$ cat src/rtl/servo_slew_seq.sv
// Pan/tilt servo sequencer: parks both axes at centre, holds them there
// for a number of arming frames, then slews toward commanded targets by a
// bounded amount once per servo frame.
module servo_slew_seq #(
    parameter int FRAME_TICKS = 2000000,
    parameter int MAX_STEP    = 16,
    parameter int ARM_FRAMES  = 25,
    parameter int CENTER      = 2048
) (
    input  logic        clock,
    input  logic        reset,
    input  logic        enable,
    input  logic        cmd_valid,
    input  logic [11:0] cmd_x,
    input  logic [11:0] cmd_y,
    output logic        cmd_ready,
    output logic [11:0] angle_x,
    output logic [11:0] angle_y,
    output logic        servo_en,
    output logic        frame_tick,
    output logic        settled,
    output logic [1:0]  state
);

    typedef enum logic [1:0] {
        IDLE = 2'd0,
        ARM  = 2'd1,
        RUN  = 2'd2
    } state_t;

    localparam int CNT_W = (FRAME_TICKS > 2) ? $clog2(FRAME_TICKS) : 1;
    localparam int ARM_W = $clog2(ARM_FRAMES + 1);

    localparam logic [CNT_W-1:0]  LAST_TICK    = CNT_W'(FRAME_TICKS - 1);
    localparam logic [ARM_W-1:0]  LAST_ARM     = ARM_W'(ARM_FRAMES - 1);
    localparam logic [11:0]       CENTER_ANGLE = 12'(CENTER);
    localparam logic [11:0]       STEP_U       = 12'(MAX_STEP);
    localparam logic signed [12:0] STEP_POS    = 13'(MAX_STEP);
    localparam logic signed [12:0] STEP_NEG    = -13'(MAX_STEP);

    state_t            state_q,     state_d;
    logic [CNT_W-1:0]  frame_cnt_q, frame_cnt_d;
    logic [ARM_W-1:0]  arm_cnt_q,   arm_cnt_d;
    logic [11:0]       tgt_x_q,     tgt_x_d;
    logic [11:0]       tgt_y_q,     tgt_y_d;
    logic [11:0]       angle_x_q,   angle_x_d;
    logic [11:0]       angle_y_q,   angle_y_d;
    logic              servo_en_q,  servo_en_d;
    logic              transfer;

    // One bounded step toward the target; the 13-bit signed difference keeps
    // the full 0..4095 span representable, and a step is only taken when it
    // cannot reach or pass the target, so the result never overshoots or wraps.
    function automatic logic [11:0] slew_toward(input logic [11:0] angle,
                                                input logic [11:0] target);
        logic signed [12:0] diff;
        diff = signed'({1'b0, target}) - signed'({1'b0, angle});
        if (diff > STEP_POS) begin
            slew_toward = angle + STEP_U;
        end else if (diff < STEP_NEG) begin
            slew_toward = angle - STEP_U;
        end else begin
            slew_toward = target;
        end
    endfunction

    assign cmd_ready  = (state_q != IDLE);
    assign transfer   = cmd_valid && cmd_ready;
    assign frame_tick = (state_q != IDLE) && (frame_cnt_q == LAST_TICK);
    assign settled    = (state_q == RUN) && (angle_x_q == tgt_x_q) && (angle_y_q == tgt_y_q);
    assign servo_en   = servo_en_q;
    assign angle_x    = angle_x_q;
    assign angle_y    = angle_y_q;
    assign state      = state_q;

    // Next-state logic: disarm has priority, then frame counting, target capture,
    // arming progress and the once-per-frame slew using the previously stored target.
    always_comb begin
        state_d     = state_q;
        frame_cnt_d = frame_cnt_q;
        arm_cnt_d   = arm_cnt_q;
        tgt_x_d     = tgt_x_q;
        tgt_y_d     = tgt_y_q;
        angle_x_d   = angle_x_q;
        angle_y_d   = angle_y_q;

        case (state_q)
            IDLE: begin
                frame_cnt_d = '0;
                arm_cnt_d   = '0;
                tgt_x_d     = CENTER_ANGLE;
                tgt_y_d     = CENTER_ANGLE;
                angle_x_d   = CENTER_ANGLE;
                angle_y_d   = CENTER_ANGLE;
                if (enable) begin
                    state_d = ARM;
                end
            end
            ARM, RUN: begin
                if (!enable) begin
                    state_d     = IDLE;
                    frame_cnt_d = '0;
                    arm_cnt_d   = '0;
                    tgt_x_d     = CENTER_ANGLE;
                    tgt_y_d     = CENTER_ANGLE;
                    angle_x_d   = CENTER_ANGLE;
                    angle_y_d   = CENTER_ANGLE;
                end else begin
                    frame_cnt_d = frame_tick ? '0 : frame_cnt_q + 1'b1;
                    if (transfer) begin
                        tgt_x_d = cmd_x;
                        tgt_y_d = cmd_y;
                    end
                    if (frame_tick) begin
                        if (state_q == ARM) begin
                            if (arm_cnt_q == LAST_ARM) begin
                                state_d   = RUN;
                                arm_cnt_d = '0;
                            end else begin
                                arm_cnt_d = arm_cnt_q + 1'b1;
                            end
                        end else begin
                            angle_x_d = slew_toward(angle_x_q, tgt_x_q);
                            angle_y_d = slew_toward(angle_y_q, tgt_y_q);
                        end
                    end
                end
            end
            default: begin
                state_d = IDLE;
            end
        endcase

        servo_en_d = (state_d != IDLE);
    end

    // State and datapath registers; reset parks the servos immediately.
    always_ff @(posedge clock or posedge reset) begin
        if (reset) begin
            state_q     <= IDLE;
            frame_cnt_q <= '0;
            arm_cnt_q   <= '0;
            tgt_x_q     <= CENTER_ANGLE;
            tgt_y_q     <= CENTER_ANGLE;
            angle_x_q   <= CENTER_ANGLE;
            angle_y_q   <= CENTER_ANGLE;
            servo_en_q  <= 1'b0;
        end else begin
            state_q     <= state_d;
            frame_cnt_q <= frame_cnt_d;
            arm_cnt_q   <= arm_cnt_d;
            tgt_x_q     <= tgt_x_d;
            tgt_y_q     <= tgt_y_d;
            angle_x_q   <= angle_x_d;
            angle_y_q   <= angle_y_d;
            servo_en_q  <= servo_en_d;
        end
    end

endmodule

$ cat config.mk
export PLATFORM = sky130hd
export DESIGN_NAME = servo_slew_seq
export DESIGN_NICKNAME = d
export VERILOG_FILES = /design/src/rtl/servo_slew_seq.sv
export SDC_FILE = /design/constraint.sdc
export NUM_CORES = 1
export LEC_CHECK = 0
export BUFFER_PORTS_ARGS = -buffer_cell sky130_fd_sc_hd__buf_2
export CELL_PAD_IN_SITES_DETAIL_PLACEMENT = 0
export CELL_PAD_IN_SITES_GLOBAL_PLACEMENT = 1
export CORE_UTILIZATION = 45
export DETAILED_ROUTE_END_ITERATION = 10
export GPL_TIMING_DRIVEN = 1
export PLACE_DENSITY = 0.81
export SYNTH_ARGS = -nofsm -noshare
export SYNTH_HDL_FRONTEND = slang
export SYNTH_SLANG_ARGS = --single-unit
$ cat constraint.sdc
create_clock -name clock -period 3.82 [get_ports clock]
set_input_delay 0.191 -clock clock [delete_from_list [all_inputs] [get_ports clock]]
set_output_delay 0.191 -clock clock [all_outputs]
set_load 0.05 [all_outputs]
==> flow_summary.yaml, run 1 <==
sta:
  finalWorstPathRequiredPeriod_ns: 3.59
  setup_viol: 0
  hold_violations: 0
  clock_skew_ns: 0.00987
  slew_headroom_pct: 31.6
  min_period_over_period_pct: 94.0
  tightest_slew_ns: 1.03
  rsz0062_at_grt: "no"
  setup_tns_ns: 0
  max_freq_mhz: 278
  slew_viol_final: 0
worst_setup_path:
  path_class: "reg -> reg"
  cp-start-kind: "flip-flop"
  r2r.worst_path.cells: 13
  crit_end: "angle_x[1]"
  startpoint: "tgt_x_q[0]"
  path_max_fanout: 12
  reg2reg_slack_ns: 0.23
  cp.arrival_ns: 3.81
  regToRegStartpoint: "tgt_x_q[0]"
  crit_path_end_kind: "flip-flop"
  worst_ep_required_time_ns: 4.04
  r2r_end: "angle_x[1]"
synthesis:
  avgSynthCellArea_sq_um: 8.17
  synth-edff-count: 0
  synth_cell_type_count: 74
  synth-seq-cells: 77
  yosysSeqAreaShare_pct: 32.9
  ys_warn_count: 0
  async_flop_share_pct: 100
  syn_nets: 783
  synthCells: 718
  ys.flop_type: "dfrtp_1"
  syn-cell-area_sq_um: 5870
detailed_routing:
  wl_um: 15900
  final_antenna_net_count: 0
  routedWlPerCell_um: 16.9
  viasPerCell: 5.82
  vias: 5488
  drc_errors: 0
  drtIter0Drc: 373
  dr.pass1.iters: 4
job:
  drv_cap: 0
floorplan:
  die_y_um: 116
  ios: 58
  die-area_sq_um: 13500
  fp.dieW_um: 116
  start_util_pct: 46.3
  fp-row-count: 41
  core_sq_um: 12700
worst_hold_path:
  hp-class: "in -> async"
finish:
  seqCellArea_sq_um: 1930
  multi_input_area_sq_um: 3650
  antenna-diode-count: 0
  syn_to_final_growth_pct: 13.6
  fin_nets: 832
  design_area_sq_um: 6670
  drive_above_1_share_pct: 14.5
  final_cell_mix: "nand2_1 (88), dfrtp_1 (73), o21ai_0 (63), buf_2 (57), nor2_1 (55)"
  fill_cells: 1250
  layout_commonest_cell: "nand2_1"
global_routing:
  met3_usage_pct: 5.55
  grt-ovfl-total: 0
  use_met2_pct: 42.2
  grt_use_total_pct: 24.9
  antenna_found_initial: 0
  grt_pass1_wl_um: 26000
  gr-usage-met1_pct: 32.4
  grt_pass1_vias: 5261
  grt_max_degree: 55
  busiest_layer: "met2"
cts:
  clock_latency_ns: 0.35
  cts_tree: "done"
  cts_root_buf: "clkbuf_16"
  cts_post_setup_buffers_inserted: 0
  numCtsBuffers: 9
  path_clk_slew_ns: 0.06
  cts.sinks: 77
  ctsLongestPathBuffers: 2
  htreeDepth: 3
place:
  place_hpwl_um: 11700
  place_congestion: 0.941
  place.port_buffers: 57
  dpl_cell_area_sq_um: 6340
status:
  status: "finished clean"
[layout make-up]
| class | instances | area share (%) |
|---|---|---|
| clock buffers | 10 | 3.43 |
| clock inverters | 5 | 1.28 |
| inverters | 49 | 2.78 |
| multi-input cells | 562 | 54.8 |
| flip-flops and latches | 77 | 29.0 |
| well taps | 172 | 3.23 |
| repair buffers | 68 | 5.52 |
[worst max-delay path: stages, from the launching register on]
cell and delay (ns):
dfrtp_1 0.39, inv_1 0.06, ha_1 0.14, inv_1 0.05, fa_1 0.41, a21o_1 0.25, a311o_1 0.42, and3_1 0.16
a211oi_1 0.27, nor4b_2 0.34, and3_1 0.23, mux2_4 0.26, nor2b_1 0.31, o211ai_1 0.15
[flip-flops by register name (all words and copies together) (netlist names)]
register,flops
angle_y,12
servo_en,1
frame_cnt_q,21
angle_x,12
state,2
arm_cnt_q,5
tgt_y_q,12
tgt_x_q,12
[cells in the mapped netlist (all sizes together) (6+ instances only)]
| master | instances | area, sq um |
|---|---|---|
| nor3 | 25 | 130 |
| a31oi | 10 | 68.8 |
| or2 | 8 | 50.1 |
| inv | 49 | 184 |
| o21ai | 65 | 325 |
| xor2 | 20 | 175 |
| nand2 | 88 | 330 |
| o211ai | 9 | 67.6 |
| a221oi | 7 | 61.3 |
| mux2i | 6 | 60.1 |
| and3 | 15 | 98.8 |
| mux2 | 7 | 82.6 |
| nand4 | 11 | 68.8 |
| nand2b | 7 | 43.8 |
| clkbuf | 23 | 86.3 |
| a21oi | 25 | 125 |
| dfrtp | 73 | 1830 |
| nor2 | 55 | 206 |
| xnor2 | 21 | 184 |
| a21o | 9 | 67.6 |
| nand3 | 38 | 190 |
| ha | 35 | 438 |
| buf | 7 | 40.0 |
| nor4 | 8 | 56.3 |
[stage by stage]
step	hold slack [ns]	utilization [%]	worst slack (ns)	std cells
2_1_floorplan	0.327	-	0.166	718
3_3_place_gp	0.432	50.0	0.327	928
3_5_place_dp	0.442	50.0	0.205	928
4_1_cts	0.0714	52.5	0.179	943
5_1_grt	0.0749	52.6	0.0346	943
6_report	0.0567	52.6	0.228	943
[worst min-delay path by stage]
stage,to,from,cells after the start,slack (ns)
floorplan,tgt_x_q[0],cmd_x[0],2,0.33
global placement,tgt_x_q[4],cmd_x[4],3,0.43
detailed placement,tgt_x_q[4],cmd_x[4],3,0.44
CTS,tgt_y_q[6],cmd_y[6],3,0.07
global route,tgt_x_q[4],cmd_x[4],3,0.07
finish,frame_cnt_q[9],reset,2,0.06
[per-layer routing]
metal	share of wire [%]	wire length [um]
met5	0	0
met4	0.97	154
met3	4.9	783
met2	48	7590
met1	46	7370
[logic make-up (layout without fill, tap and decap cells)]
group,count (synthesis),count (layout),share of synthesized area (%)
AOI/OAI and AO/OA,180,180,20.3
DFF,77,77,32.9
xor gates and xnor gates,41,41,6.12
adders and majority gates,37,37,8.14
buffers and inverters,79,132,5.29
and+or+nand+nor,291,291,24.8
muxes,13,13,2.43
[timing repair]
| item | 4_1_cts | 5_1_grt |
|---|---|---|
| gates resized for setup | 0 | 2 |
| setup endpoints to repair | 0 | 4 |
| hold buffers | 0 | 0 |
Power of run 1 is not shown: default switching activity piles up to over one toggle a cycle in this logic, so the estimate is an artifact.
==> run 2, diff against run 1 <==
--- a/config.mk
+++ b/config.mk
@@ -8,6 +8,7 @@
 export BUFFER_PORTS_ARGS = -buffer_cell sky130_fd_sc_hd__buf_2
 export CELL_PAD_IN_SITES_DETAIL_PLACEMENT = 0
 export CELL_PAD_IN_SITES_GLOBAL_PLACEMENT = 1
+export CORE_ASPECT_RATIO = 0.75
 export CORE_UTILIZATION = 45
 export DETAILED_ROUTE_END_ITERATION = 10
 export GPL_TIMING_DRIVEN = 1
==> run 2 against run 1 <==
Net effect: hold slack improved by 0.025 ns; non-clock buffer count fell by 2; register-to-register slack improved by 0.02 ns; global-route usage fell by 0.29 points; first-iteration DRC count rose by 22%; fmax rose by 0.48%; critical path type unchanged; highest routed layer unchanged.
==> flow_summary.yaml, run 2 (same netlist as run 1, synthesis figures left out) <==
sta:
  max_freq_mhz: 280
  min_period_over_period_pct: 93.6
  slew_viol_final: 0
  slew_headroom_pct: 32.8
  setup_tns_ns: 0
  tightest_slew_ns: 1.01
  clock_skew_ns: 0.0118
  finalWorstPathRequiredPeriod_ns: 3.57
  hold_violations: 0
  rsz0062_at_grt: "no"
  setup_viol: 0
cts:
  clock_latency_ns: 0.35
  path_clk_slew_ns: 0.07
  cts_root_buf: "clkbuf_16"
  htreeDepth: 3
  cts_tree: "done"
  numCtsBuffers: 9
  cts.sinks: 77
  ctsLongestPathBuffers: 2
  cts_post_setup_buffers_inserted: 0
detailed_routing:
  vias: 5531
  final_antenna_net_count: 0
  routedWlPerCell_um: 16.8
  drc_errors: 0
  viasPerCell: 5.91
  wl_um: 15700
  drtIter0Drc: 454
  dr.pass1.iters: 5
worst_hold_path:
  hp-class: "in -> reg"
  min_path_cells: 3
worst_setup_path:
  max_stage_delay_ns: 0.43
  path_max_fanout: 9
  r2r.worst_path.cells: 12
  cp-start-kind: "flip-flop"
  cp.arrival_ns: 3.81
  worst_ep_required_time_ns: 4.06
  critPathSlowestCell: "a31oi_2"
  crit_chain: "inv_1, ha_1, inv_1, fa_1, a21o_1, a311o_1, a31oi_1, o21ai_0, a21o_1, a31oi_2, mux2_2, o32ai_1"
  crit_path_end_kind: "flip-flop"
  path_class: "reg -> reg"
floorplan:
  fp-row-count: 35
  ios: 58
  fp.dieW_um: 134
  start_util_pct: 47.0
  die-area_sq_um: 13500
  die_y_um: 101
  core_sq_um: 12500
finish:
  largest_reg_flops: 21
  antenna-diode-count: 0
  fin_nets: 830
  final_cell_mix: "nand2_1 (88), dfrtp_1 (73), o21ai_0 (63), buf_2 (57), nor2_1 (55)"
  drive_above_1_share_pct: 14.7
  layout_commonest_cell: "nand2_1"
  regMostFlops: "frame_cnt_q"
  syn_to_final_growth_pct: 13.2
job:
  drv_cap: 0
place:
  place_hpwl_um: 11800
  place_congestion: 0.881
  place.port_buffers: 57
global_routing:
  grt_pass1_wl_um: 26300
  grt_max_degree: 78
  grt_pass1_vias: 5228
  grt-ovfl-total: 0
  grt_use_total_pct: 24.6
  antenna_found_initial: 0
status:
  status: "finished clean"
run 2: path summary, 6_finish.rpt:
path / from / endpoint / slack [ns]
max reg2reg: tgt_x_q[0] / angle_x[5] / 0.25
min in group asynchronous: reset / state[1] / 0.12
max: tgt_x_q[0] / angle_x[5] / 0.25
max in group asynchronous: reset / tgt_x_q[9] / 3.01
min: cmd_y[2] / tgt_y_q[2] / 0.08
min reg2reg: arm_cnt_q[4] / arm_cnt_q[4] / 0.49
run 2: what timing repair did:
action / in CTS / in global routing
hold buffers: 0 / 0
setup endpoints to repair: 0 / 8
gates resized for setup: 0 / 3
run 2: per-stage QoR:
stage                     std cells  area, sq um  util (%)  hold slack (ns)  setup slack (ns)
after floorplan                 718         5880         -            0.327             0.166
after global placement          920         6320      50.6            0.437             0.299
after detailed placement        920         6320      50.6            0.442             0.174
after CTS                       936         6630      53.1           0.0761             0.151
after global routing            936         6640      53.2           0.0791            0.0557
final                           936         6640      53.2           0.0819             0.246
run 2: layout make-up:
| class | instances | area (sq um) |
|---|---|---|
| clock buffers | 10 | 239 |
| clock inverters | 6 | 70.1 |
| fillers | 1182 | 5840 |
| inverters | 49 | 184 |
| multi-input cells | 562 | 3660 |
| flip-flops and latches | 77 | 1930 |
| well taps | 166 | 208 |
| repair buffers | 66 | 353 |
run 2: worst max-delay path, delay by kind of cell, from the launching register on:
kind	cells	cell delay [ns]
multiplexers	1	0.40
AO/OA/AOI/OAI	7	2.02
flip-flops	1	0.39
adder cells (fa/ha/maj)	2	0.55
buffers and inverters	2	0.11
run 2: per-layer routing:
layer	wire length, um	GRT usage, %
met5	0	0
met4	106	4.98
met3	974	4.73
met2	7100	38.9
met1	7570	35.1
Power of run 2 is left out for the same reason.
